===== src/rtl/csa_resolve_pipe.sv =====
// -----------------------------------------------------------------------------
// csa_resolve_pipe
//
// Purpose:
//   This is the final carry-propagate stage after the CSA compression tree in
//   the squaring circuit. It takes the redundant sum/carry pair and resolves it
//   into one binary result. The adder is split into two pipeline stages: the low
//   LO_W bits are added in stage 1 and the high IN_W-LO_W bits in stage 2. Both
//   sides of the block use valid/ready handshakes. The squared membrane-potential
//   term produced here feeds the Izhikevich update datapath.
//
// Ports:
//   clk        rising-edge clock
//   rst_n      asynchronous active-low reset
//   in_valid   sum/carry pair presented
//   in_ready   stage 1 can accept (no combinational path from in_valid)
//   in_sum     sum vector (XOR outputs of the tree)
//   in_carry   carry vector, unshifted: bit i has weight 2^(i+1)
//   out_valid  result available
//   out_ready  consumer accepts result
//   out_result (in_sum + (in_carry << 1)) mod 2^IN_W, registered
//   out_ovf    exact sum was >= 2^IN_W, registered
// -----------------------------------------------------------------------------
module csa_resolve_pipe #(
  parameter int IN_W = 40,
  parameter int LO_W = 20
) (
  input  logic            clk,
  input  logic            rst_n,
  input  logic            in_valid,
  output logic            in_ready,
  input  logic [IN_W-1:0] in_sum,
  input  logic [IN_W-1:0] in_carry,
  output logic            out_valid,
  input  logic            out_ready,
  output logic [IN_W-1:0] out_result,
  output logic            out_ovf
);

  localparam int HI_W = IN_W - LO_W;

  // Operand formation. The carry vector is shifted left by one to line it up
  // with its true weight. The bit shifted out of the top is not part of the
  // IN_W-bit sum, so it is tracked separately and only contributes to out_ovf.
  logic [IN_W-1:0] op_a;
  logic [IN_W-1:0] op_b;
  logic            top_c;

  assign op_a  = in_sum;
  assign op_b  = {in_carry[IN_W-2:0], 1'b0};
  assign top_c = in_carry[IN_W-1];

  // Low-half addition. The extra MSB of the sum is the carry into stage 2.
  logic [LO_W:0] lo_sum;
  assign lo_sum = {1'b0, op_a[LO_W-1:0]} + {1'b0, op_b[LO_W-1:0]};

  // Stage 1 state
  logic            s1_valid;
  logic [LO_W-1:0] s1_lo_res;
  logic            s1_c_lo;
  logic [HI_W-1:0] s1_a_hi;
  logic [HI_W-1:0] s1_b_hi;
  logic            s1_top_c;

  // Handshake control. in_ready depends only on registered state and on
  // out_ready, so no combinational loop can form through an upstream
  // producer that waits on in_ready before raising in_valid.
  logic s2_adv;
  logic accept;

  assign s2_adv   = s1_valid && (!out_valid || out_ready);
  assign in_ready = !s1_valid || s2_adv;
  assign accept   = in_valid && in_ready;

  // High-half addition. It uses the stage-1 registers and the low-half carry.
  logic [HI_W:0] hi_sum;
  assign hi_sum = {1'b0, s1_a_hi} + {1'b0, s1_b_hi} + {{HI_W{1'b0}}, s1_c_lo};

  // Stage 1: capture the low-half result and pass the high operands through.
  // When there is no new accept but stage 2 takes the contents, stage 1 empties.
  // NOTE: Sequential state uses non-blocking (<=) assignments only. Every
  // register then samples pre-edge values, so the s1 -> s2 hand-off and the
  // new capture into s1 can happen on the same edge without ordering hazards.
  // NOTE: The datapath registers are reset together with the valid bits,
  // because out_result must read 0 while in reset. They are plain flops, not
  // a memory array, so resetting them is cheap and legal.
  always_ff @(posedge clk or negedge rst_n) begin
    if (!rst_n) begin
      s1_valid  <= 1'b0;
      s1_lo_res <= '0;
      s1_c_lo   <= 1'b0;
      s1_a_hi   <= '0;
      s1_b_hi   <= '0;
      s1_top_c  <= 1'b0;
    end else if (accept) begin
      s1_valid  <= 1'b1;
      s1_lo_res <= lo_sum[LO_W-1:0];
      s1_c_lo   <= lo_sum[LO_W];
      s1_a_hi   <= op_a[IN_W-1:LO_W];
      s1_b_hi   <= op_b[IN_W-1:LO_W];
      s1_top_c  <= top_c;
    end else if (s2_adv) begin
      s1_valid  <= 1'b0;
    end
  end

  // Stage 2: finish the high half and present the result. While out_valid is
  // high and out_ready is low, s2_adv is low, so the result stays put.
  always_ff @(posedge clk or negedge rst_n) begin
    if (!rst_n) begin
      out_valid  <= 1'b0;
      out_result <= '0;
      out_ovf    <= 1'b0;
    end else if (s2_adv) begin
      out_valid  <= 1'b1;
      out_result <= {hi_sum[HI_W-1:0], s1_lo_res};
      out_ovf    <= hi_sum[HI_W] | s1_top_c;
    end else if (out_ready) begin
      out_valid  <= 1'b0;
    end
  end

endmodule


===== config.mk =====
export PLATFORM = sky130hd
export DESIGN_NAME = csa_resolve_pipe
export DESIGN_NICKNAME = d
export VERILOG_FILES = /design/src/rtl/csa_resolve_pipe.sv
export SDC_FILE = /design/constraint.sdc
export NUM_CORES = 1
export LEC_CHECK = 0
export CELL_PAD_IN_SITES_DETAIL_PLACEMENT = 0
export CELL_PAD_IN_SITES_GLOBAL_PLACEMENT = 1
export CORE_MARGIN = 2
export CORE_UTILIZATION = 39
export CTS_BUF_LIST = sky130_fd_sc_hd__clkbuf_4
export DETAILED_ROUTE_END_ITERATION = 12
export GPL_ROUTABILITY_DRIVEN = 0
export PLACE_DENSITY_LB_ADDON = 0.1
export SYNTH_ARGS = -nofsm -noshare
export SYNTH_HDL_FRONTEND = slang
export SYNTH_SLANG_ARGS = --single-unit

===== constraint.sdc =====
create_clock -name clk -period 2.6 [get_ports clk]
set_input_delay 0.78 -clock clk [delete_from_list [all_inputs] [get_ports clk]]
set_output_delay 0.78 -clock clk [all_outputs]
set_load 0.03 [all_outputs]

==> results.json, run 1 <==
{
  "status": "finished, final reports clean",
  "wl_per_cell_um": 14.1,
  "async_flop_share_pct": 100,
  "timing.rr.start": "s1_c_lo",
  "hold_buffers": 0,
  "period_minus_slack_ns": 2.56,
  "design_area_mm2": 0.00790,
  "fin_nets": 977,
  "irDropWorstVdd_mv": 0.256,
  "required_ns": 2.97,
  "ys_seq_area_share_pct": 45.3,
  "synth_top_flop_cell": "dfrtp_1",
  "hpwl_mm": 11.3,
  "reg2reg_slack_ns": 0.13,
  "utilization_pct": 54.3,
  "gr-total-overflow": 0,
  "drc": 0,
  "worst_slew_pin_slew_ns": 0.509,
  "ys_top_cells_by_area": "dfrtp_1 (45%), nand2_1 (16%), ha_1 (8.2%)",
  "cts.clk_slew.worst_paths_ns": 0.16,
  "core_area_mm2": 0.0145,
  "instances_no_fill": 1042,
  "grt_pass1_wl_mm": 24.7,
  "ant_nets": 0,
  "fp.dieH_um": 126,
  "reg2reg_depth": 11,
  "cellPowerDensity_mw_per_mm2": 699,
  "grt_pass1_vias": 5341,
  "synth.most_common_cell": "nand2_1",
  "cp.arrival_ns": 2.92,
  "cp-end-kind": "flop",
  "dpl_cell_area_mm2": 0.00771,
  "fin_crit_sh_pct": 98.3,
  "finalSetupTns_ns": 0,
  "finalWirelength_mm": 14.7,
  "grt_max_degree": 39,
  "ys_seq_elements": 105,
  "drive_gt1_share_pct": 11.0,
  "dr.first_iter.drc_count": 301,
  "synth_cells": 676,
  "hold_viol_final": 0,
  "die_width_um": 126,
  "dr.pass1.iters": 5,
  "finClkSkew_ns": 0.0106,
  "dieArea_mm2": 0.0159,
  "routed_via_density": 5.14,
  "row_count": 44,
  "h-tree-depth": 3,
  "rsz0062_at_grt": "no",
  "syn_nets": 801,
  "maxSlewViolCount": 0,
  "clockBufferDepth": 2,
  "dp.cells": 1024,
  "avgSynthCellArea_um2": 8.59,
  "leakagePower_nw": 3.79,
  "max_slew_margin_pct": 66.1,
  "numCtsBuffers": 9,
  "crit_path_max_fanout": 4,
  "synth_common_cells": "nand2_1 (242), dfrtp_1 (105), ha_1 (38), o21ai_0 (37), a21oi_1 (33)",
  "synth_top_area_share_pct": 45.3,
  "drv_cap": 0,
  "startpoint_type": "primary input",
  "via_count": 5353,
  "port_buffers": 126,
  "initial_utilization_pct": 39.9,
  "area_growth_pct": 36.1,
  "yosysTopAreaCell": "dfrtp_1",
  "r2r_end": "out_result[38]",
  "clk_latency_ns": 0.47,
  "synth_edf_count": 0,
  "yosys_warnings": 0,
  "setup_viol": 0,
  "grt_usage_pct": 18.9,
  "crit_type": "in2reg",
  "clock_sink_count": 105,
  "cts_tree": "built",
  "antenna_found_initial": 1,
  "syn_area_mm2": 0.00580,
  "fmax_ghz": 0.391,
  "ios": 127,
  "hp-class": "in2async",
  "cts-root-buf": "clkbuf_4",
  "synth_cell_type_count": 51
}
## state kept, by name, indices dropped and copies added, names as in the netlist
name,flops
s1_a_hi,20
s1_b_hi,20
out_ovf,1
s1_c_lo,1
s1_top_c,1
out_valid,1
out_result,40
s1_valid,1
s1_lo_res,20
## worst max path at each step
| stage | from | depth (start not counted) | to |
|---|---|---|---|
| floorplan | in_sum[1] | 7 | s1_lo_res[15] |
| global route | in_sum[4] | 9 | s1_lo_res[14] |
| detailed placement | in_carry[1] | 8 | s1_lo_res[16] |
| global placement | in_sum[2] | 8 | s1_lo_res[16] |
| finish | in_sum[4] | 9 | s1_lo_res[14] |
| CTS | s1_c_lo | 11 | out_result[38] |
## kinds of logic after synthesis
family | after synthesis | synth area share, %
and+or+nand+nor | 325 | 23.5
buffers and inverters | 37 | 2.41
adders and majority gates | 41 | 9.23
muxes | 3 | 0.517
xor gates and xnor gates | 21 | 3.17
DFF | 105 | 45.3
AOI/OAI and AO/OA | 144 | 16.0
## what timing repair did
| item | 4_1_cts | 5_1_grt |
|---|---|---|
| buffers inserted | 0 | 1 |
| setup endpoints to repair | 0 | 11 |
| gates resized for setup | 0 | 8 |
| endpoints found under the hold margin | 0 | 0 |
## routing by layer
metal | vias to the layer above | GRT usage (%) | wire length (um)
met3 | 27 | 3.06 | 612
met5 | - | 0 | 0
li1 | 2678 | - | -
met4 | 0 | 7.05 | 322
met1 | 2518 | 22.6 | 6330
met2 | 130 | 34.1 | 7420
## placed cells by master, fill, tap and decap left out, drive strengths merged, types with 6 or more instances in the layout
master	instances
nand2	242
clkdlybuf4s50	124
dfrtp	105
buf	65
o21ai	42
ha	38
a21oi	34
nor2	22
inv	14
a21o	12
xor2	11
nand4	10
xnor2	10
nand3	9
o31ai	9
clkbuf	9
nor3	8
and3	8
o21a	7
a211oi	7
nand2b	6
## cell type report
cell class | instances | area [um2]
Tap cell | 184 | 230
Fill cell | 1399 | 6640
Multi-Input combinational cell | 534 | 3090
Clock inverter | 7 | 70.1
Inverter | 13 | 48.8
Antenna cell | 1 | 2.50
Sequential cell | 105 | 2630
Clock buffer | 9 | 67.6
Timing Repair Buffer | 189 | 1770
## critical path: stages
cell and delay, ns:
clkdlybuf4s50_1 0.40, ha_1 0.34, a21o_1 0.19, a21oi_1 0.43, a211oi_1 0.19, o21ai_1 0.23
buf_4 0.15, xor2_1 0.14, o21ai_1 0.07
## through the flow
step / hold slack, ns / setup WS, ns / power [mW]
after floorplan: 0.439 / 0.110 / 3.64
after global placement: 0.447 / -0.401 / 4.65
after detailed placement: 0.450 / -0.437 / 4.70
after CTS: 0.239 / 0.0375 / 5.55
after global routing: 0.249 / 0.00155 / 5.89
final: 0.248 / 0.0436 / 5.52
## where the power goes
part	switching, mW	total, mW	internal [mW]
clock network	0.557	0.848	0.291
logic	1.36	2.44	1.08
registers	0.234	2.23	2.00
Power figures use the tool's default switching activity.
==> run 2, diff against run 1 <==
==> constraint.sdc (replaced) <==
create_clock -name clk -period 2.6 [get_ports clk]
set_input_delay 0.78 -clock clk [delete_from_list [all_inputs] [get_ports clk]]
set_output_delay 0.78 -clock clk [all_outputs]
set_load 0.05 [all_outputs]
==> run 2 against run 1 <==
  * Maximum frequency is 1.8% higher
  * Utilization up 0.32 points
  * Cell area rose by 0.59%
  * Via count is 0.65% lower
  * Clock-buffer cell count did not move
  * Sequential share of layout area is 0.19 points lower
  * Non-clock buffer count stayed put
  * Register-to-register slack barely moved
  * Wire length down 0.11%
  * Sequential cell count unchanged
  * Highest routed layer unchanged
==> results.json, run 2 (synthesized netlist as in run 1, its figures left out) <==
{
  "fp.dieH_um": 126,
  "initial_utilization_pct": 39.9,
  "drive_gt1_share_pct": 10.9,
  "rsz0062_at_grt": "yes",
  "numCtsBuffers": 9,
  "ios": 127,
  "grt_pass1_wl_mm": 24.9,
  "startpoint_type": "flop",
  "gr-total-overflow": 0,
  "crit_path_max_fanout": 2,
  "crit_chain": "clkdlybuf4s50_1",
  "nFillCells": 1407,
  "dpl_cell_area_mm2": 0.00772,
  "core_area_mm2": 0.0145,
  "reg2reg_depth": 11,
  "via_count": 5318,
  "period_minus_slack_ns": 2.51,
  "wl_per_cell_um": 14.1,
  "timing.rr.start": "s1_c_lo",
  "drc": 0,
  "required_ns": 1.82,
  "worst_slew_pin_slew_ns": 0.514,
  "crit_slowest_cell": "clkdlybuf4s50_1",
  "clk_latency_ns": 0.48,
  "regArea_mm2": 0.00263,
  "cp_slowest_stage_delay_ns": 0.83,
  "fin_crit_sh_pct": 96.6,
  "grt_usage_pct": 19.2,
  "leakagePower_nw": 3.82,
  "max_slew_margin_pct": 65.6,
  "crit_type": "reg2out",
  "dr.first_iter.drc_count": 327,
  "h-tree-depth": 3,
  "r2r_end": "out_result[38]",
  "hold_buffers": 0,
  "cts.clk_slew.worst_paths_ns": 0.15,
  "cp.arrival_ns": 1.73,
  "holdWs_ns": 0.251,
  "clockBufferDepth": 2,
  "drv_cap": 0,
  "hold_viol_final": 0,
  "regMostFlops": "out_result",
  "port_buffers": 126,
  "finalWirelength_mm": 14.7,
  "area_growth_pct": 36.9,
  "final_common_cell": "nand2_1",
  "grt_max_degree": 39,
  "routed_via_density": 5.10,
  "reg2reg_slack_ns": 0.12,
  "finalSetupTns_ns": 0,
  "hpwl_mm": 11.3,
  "fmax_ghz": 0.398,
  "cp-end-kind": "output port",
  "cts-root-buf": "clkbuf_4",
  "fin_nets": 977,
  "finClkSkew_ns": 0.0140,
  "ant_nets": 0,
  "dieArea_mm2": 0.0159,
  "setup_viol": 0,
  "path_buf_inv": 1,
  "cts_tree": "built",
  "place_ws_ns": -0.459,
  "die_width_um": 126,
  "largest_register_ffs": 40,
  "cpLargestDelayFamily": "buffers and inverters",
  "status": "finished, final reports clean",
  "antenna_found_initial": 1,
  "setup_slack_ns": 0.0880,
  "dr.pass1.iters": 7,
  "design_area_mm2": 0.00795,
  "final_cell_mix": "nand2_1 (240), clkdlybuf4s50_1 (124), dfrtp_1 (105)",
  "maxSlewViolCount": 0,
  "multiInputGateArea_mm2": 0.00307,
  "hp-class": "in2async",
  "grt_pass1_vias": 5393,
  "cellPowerDensity_mw_per_mm2": 761,
  "row_count": 44,
  "irDropWorstVdd_mv": 0.317,
  "clock_sink_count": 105
}
[run 2: cell count changes in the layout (fill, tap and decap cells not counted), sizes merged]
cell,previous run,this run
bufinv,1,3
clkinvlp,3,1
[run 2: cell type report]
| type | instances | share of cell area [%] |
|---|---|---|
| sequential | 105 | 33.1 |
| antenna | 1 | 0.0315 |
| inverter | 13 | 0.614 |
| clock inverter | 7 | 1.46 |
| tap | 184 | 2.90 |
| timing repair buffer | 189 | 22.4 |
| multi-input combinational | 534 | 38.7 |
| clock buffer | 9 | 0.850 |
[run 2: what timing repair did]
item                                    4_1_cts  5_1_grt
endpoints found under the setup margin        0        9
gates resized for setup                       0        5
buffers inserted                              0        1
[run 2: how the worst max path moves through the flow]
stage / start / depth (start not counted) / slack [ns] / end
after floorplan: in_sum[1] / 7 / 0.11 / s1_lo_res[15]
after global placement: in_sum[2] / 8 / -0.40 / s1_lo_res[16]
after detailed placement: in_sum[2] / 8 / -0.46 / s1_lo_res[16]
after CTS: s1_c_lo / 11 / 0.06 / out_result[38]
after global routing: in_carry[1] / 8 / -0.04 / s1_lo_res[18]
final: out_result[18] / 1 / 0.09 / out_result[18]
[run 2: worst reg2reg max path, delay by kind of cell (launching register included)]
| kind | cells | cell delay (ns) |
|---|---|---|
| simple gates | 3 | 0.72 |
| fa+ha+maj | 2 | 0.60 |
| flops | 1 | 0.42 |
| buf+inv | 3 | 0.37 |
| compound gates | 3 | 0.31 |
[run 2: power breakdown]
part	internal, mW	switching, mW	leakage [nW]
Clock	0.487	0.560	0.0963
Combinational	1.08	1.69	2.44
Sequential	2.00	0.233	1.28
[run 2: stage by stage]
| stage | cells | utilization, % | total power [mW] |
|---|---|---|---|
| 2_1_floorplan | 676 | - | 3.97 |
| 3_3_place_gp | 1024 | 53.1 | 4.99 |
| 3_5_place_dp | 1024 | 53.1 | 5.04 |
| 4_1_cts | 1040 | 54.4 | 6.10 |
| 5_1_grt | 1042 | 54.7 | 6.43 |
| 6_report | 1042 | 54.7 | 6.05 |
[run 2: per-layer routing]
layer	GRT usage (%)	up-vias	part of all wire [%]
li1	-	2669	-
met1	23.0	2500	43
met2	34.4	130	50
met3	3.10	19	4.2
met4	7.43	0	1.9
met5	0	-	0
